--- config.mk ---
export PLATFORM = sky130hd
export DESIGN_NAME = tick_counter
export DESIGN_NICKNAME = d
export VERILOG_FILES = /design/src/rtl/tick_counter.sv
export SDC_FILE = /design/constraint.sdc
export NUM_CORES = 1
export LEC_CHECK = 0
export ABC_CLOCK_PERIOD_IN_PS = 4000
export CELL_PAD_IN_SITES_DETAIL_PLACEMENT = 0
export CELL_PAD_IN_SITES_GLOBAL_PLACEMENT = 1
export CORE_UTILIZATION = 44
export CTS_CLUSTER_SIZE = 10
export DETAILED_ROUTE_END_ITERATION = 7
export HOLD_SLACK_MARGIN = 0.06
export PLACE_DENSITY_LB_ADDON = 0.1
export RECOVER_POWER = 25
export SYNTH_ARGS = -nofsm -noshare
export SYNTH_HDL_FRONTEND = slang
export SYNTH_SLANG_ARGS = --single-unit
--- constraint.sdc ---
create_clock -name clk -period 4 [get_ports clk]
set_input_delay 0.4 -clock clk [delete_from_list [all_inputs] [get_ports clk]]
set_output_delay 0.4 -clock clk [all_outputs]
set_load 0.02 [all_outputs]
--- src/rtl/tick_counter.sv ---
// Prescaled up/down tick counter with wrap pulse and sticky overflow flag.
// Optional build macro: TICK_COUNTER_SAT_EN -- when defined, the counter
// saturates at its boundary instead of wrapping; ports are identical.
module tick_counter #(
  parameter int unsigned WIDTH = 8,
  parameter int unsigned DIV_W = 28
) (
  input  logic             clk,
  input  logic             resetn,
  input  logic             en,
  input  logic [DIV_W-1:0] div_factor,
  input  logic             up,
  input  logic             clear,
  input  logic             load,
  input  logic [WIDTH-1:0] load_val,
  output logic [WIDTH-1:0] count,
  output logic             tick,
  output logic             wrap,
  output logic             ovf
);

  localparam logic [WIDTH-1:0] CNT_MAX = {WIDTH{1'b1}};
  localparam logic [WIDTH-1:0] CNT_MIN = '0;

  logic [DIV_W-1:0] div_cnt;
  logic             step_c;
  logic             boundary_c;
  logic [WIDTH-1:0] count_step_c;

  // Step decode; >= lets a lowered div_factor fire without a full roll-over.
  always_comb begin
    step_c       = en && (div_cnt >= div_factor);
    boundary_c   = step_c && (up ? (count == CNT_MAX) : (count == CNT_MIN));
    count_step_c = up ? (count + WIDTH'(1)) : (count - WIDTH'(1));
`ifdef TICK_COUNTER_SAT_EN
    if (boundary_c) begin
      count_step_c = count;
    end
`endif
  end

  // Counter, prescaler and flags; priority clear > load > step.
  always_ff @(posedge clk or negedge resetn) begin
    if (!resetn) begin
      count   <= '0;
      div_cnt <= '0;
      tick    <= 1'b0;
      wrap    <= 1'b0;
      ovf     <= 1'b0;
    end else if (clear) begin
      count   <= '0;
      div_cnt <= '0;
      tick    <= 1'b0;
      wrap    <= 1'b0;
      ovf     <= 1'b0;
    end else if (load) begin
      count   <= load_val;
      div_cnt <= '0;
      tick    <= 1'b0;
      wrap    <= 1'b0;
    end else begin
      tick <= step_c;
      wrap <= boundary_c;
      if (boundary_c) begin
        ovf <= 1'b1;
      end
      if (step_c) begin
        count   <= count_step_c;
        div_cnt <= '0;
      end else if (en) begin
        div_cnt <= div_cnt + DIV_W'(1);
      end
    end
  end

endmodule

==> impl_metrics.ini <==
[run_status]
run_status = finished with violations
failed_checks = max-capacitance violations, max-slew violations

[drt]
drt-total-wl_um = 7041
vias = 2654
antenna_violating_nets_post_route = 0
drc_errors = 0
routed_wl_per_cell_um = 14.08
via_per_inst = 5.308
drt_pass1_iterations = 4
dr.first_iter.drc_count = 97

[clock_network]
insertion_delay_ns = 0.29
htreeDepth = 2
tritoncts_num_sinks = 39
post_cts_resize_count = 0
clock_tree.buffer_depth = 2
cts_tree = built
cts_root_buffer = clkbuf_8
post-cts-setup-buffer-count = 0
post_cts_hold_buffer_count = 0
cts_buffers = 5
clkTransAtPathRegs_ns = 0.08

[global_route]
grt_max_degree = 40
grt_most_used_layer = met2
first_global_vias = 2563
groute.layer.met1.usage = 0.2836
grt_util_met3 = 0.02984
use_met2 = 0.3456
global_route.usage.total = 0.2076
wire_length_of_the_first_global_routing_pass_um = 12120
grt.overflow.total = 0
number_of_antenna_violations_at_the_first_check_in_global_routing = 0

[logic_synthesis]
synthDistinctLibCells = 58
top_ff_cell_synth = dfrtp_1
mappedNetlistNets = 433
netlist_area_um2 = 3108
synth_seq_cells = 39
number_of_flops_mapped_to_enable_cells_by_yosys = 0
synth_warnings = 0
netlist.top_cell.by_area = dfrtp_1
synth_cells = 355
avgSynthCellArea_um2 = 8.755
post_synth_main_area_contributors = dfrtp_1, ha_1, inv_1
synth_largest_type_area_fraction = 0.3140
synth-seq-area-share = 0.3140
asyncSetResetFlopFracSynth = 1.000

[sta]
worstMarginPinSlew_ns = 2.164
finalWorstPathRequiredPeriod_ns = 2.826
grt_setup_unrepaired = false
tightest_hold_margin_ns = 0.5623
post-route-period-util = 0.7065
report.final.hold_viol_count = 0
tns_ns = 0
skew_ns = 0.008417
slew-limit-headroom = -0.4428
fin_ws_ns = 1.174
slew_viol_final = 40
max_clock_freq_mhz = 353.8
timing.final.setup_violations = 0

[worst_hold_path]
min_path_type = reg2reg

[final_layout]
fillerInstances = 646
layoutNonFillerInstCount = 500
layout_common_cells = clkdlybuf4s50_1, dfrtp_1, inv_1
design.final.nets = 481
area_growth_syn_to_layout_pct = 22.46
layout-drive-gt1-share = 0.06931
antenna-diode-count = 0
mostFrequentLayoutCell = clkdlybuf4s50_1

[pwr]
power_leakage_nw = 1.682
ir_drop_mv = 0.1399
power_per_cell_area_nw_per_um2 = 241.5

[floorplan]
core.rowCount = 30
die_area_um2 = 7404
top_level_ports = 53
design.core.area_um2 = 6794
floorplan.initialDensity = 0.4575
floorplan.die.width_um = 86.05
die_y_um = 86.05

[critical_path]
path_max_fanout = 25
startpoint_type = input port
cp.required_ns = 4.16
cp_cell_sequence = clkdlybuf4s50_1 -> inv_1 -> ha_1 -> nand4_1 -> o311a_1 -> o31a_2 -> a21oi_2 -> buf_4 -> o211ai_1
worst_path_max_stage_delay_ns = 0.45
crit_buf_inv = 3
crit_path_top_delay_cell = clkdlybuf4s50_1
critical_path.top_delay_family = compound AO/OA/AOI/OAI gates
worstPathArrival_ns = 2.99
worst_setup_ep_type = flip-flop
setup.worst_path.class = in2reg

[placement]
gpl.final_weighted_congestion = 0.7756
dpl_worst_slack_ns = 0.8316
place.detailed.instances = 492
port_buffers = 52
dp_hpwl_um = 5311

[flow_run]
maxCapViolations = 1
path summary, 6_finish.rpt:
path | start | to | slack [ns] | cells after the start
max | div_factor[7] | count[0]$_DFFE_PN0P_ | 1.17 | 9
max in group asynchronous | resetn | count[5]$_DFFE_PN0P_ | 2.03 | 1
min in group asynchronous | resetn | tick$_DFF_PN0_ | 0.74 | 1
max reg2reg | div_cnt[0]$_DFFE_PN0P_ | count[0]$_DFFE_PN0P_ | 1.31 | 9
min reg2reg | div_cnt[0]$_DFFE_PN0P_ | div_cnt[0]$_DFFE_PN0P_ | 0.56 | 2
min | div_cnt[0]$_DFFE_PN0P_ | div_cnt[0]$_DFFE_PN0P_ | 0.56 | 2
stage by stage:
stage               power (mW)    util  cell area [um2]
global route            0.9624  0.5602             3806
global placement        0.5790  0.5431             3690
finish                  0.9193  0.5602             3806
detailed placement      0.5812  0.5431             3690
CTS                     0.9277  0.5604             3807
floorplan               0.5006       -             3108
synth_stat cells (6+ instances only):
| library cell | n |
|---|---|
| inv_1 | 38 |
| clkbuf_1 | 6 |
| dfrtp_1 | 39 |
| and3_1 | 6 |
| o211ai_1 | 8 |
| nor2_1 | 15 |
| ha_1 | 35 |
| a21oi_1 | 18 |
| nand2b_1 | 6 |
| nand2_1 | 29 |
| nand3_1 | 17 |
| nand4_1 | 12 |
| nor3_1 | 26 |
| xor2_1 | 15 |
| xnor2_1 | 14 |
where the power goes:
| part | total [mW] | switching [mW] | internal (mW) |
|---|---|---|---|
| Sequential | 0.409 | 0.00977 | 0.400 |
| Clock | 0.348 | 0.146 | 0.202 |
| Combinational | 0.162 | 0.0803 | 0.0814 |
logic make-up (layout without fill, tap and decap cells):
family	after synthesis	in the layout	synth area share
buffers and inverters	51	100	0.06803
XOR/XNOR	29	29	0.08173
AO/OA/AOI/OAI	61	61	0.1445
adder cells (fa/ha/maj)	36	36	0.1473
AND/OR/NAND/NOR	139	139	0.2444
flip-flops	39	39	0.3140
flip-flops by register name (all words and copies together) (netlist names):
name and cells:
div_cnt 28, count 8, tick 1, ovf 1, wrap 1
worst register-to-register path, stage by stage, from the launching register on:
cell and delay, ns:
dfrtp_1 0.38, inv_1 0.08, ha_1 0.27, nand2b_1 0.10, a31oi_1 0.09, o311a_1 0.38
o31a_2 0.44, a21oi_2 0.30, buf_4 0.37, o211ai_1 0.15
routing by layer:
layer	up-vias	wire [um]
met1	1237	3475
li1	1363	-
met5	-	0
met4	0	55
met2	49	3317
met3	5	192
final cells by class:
type,count,area [um2],share of cell area
Multi-Input combinational cell,265,1921,0.5046
Sequential cell,39,975.9,0.2564
Timing Repair Buffer,54,529.3,0.1391
Inverter,38,142.6,0.03748
Tap cell,96,120.1,0.03156
Clock buffer,6,82.58,0.02170
Clock inverter,2,35.03,0.009204
Note: power is estimated with default switching activity, not from simulation.
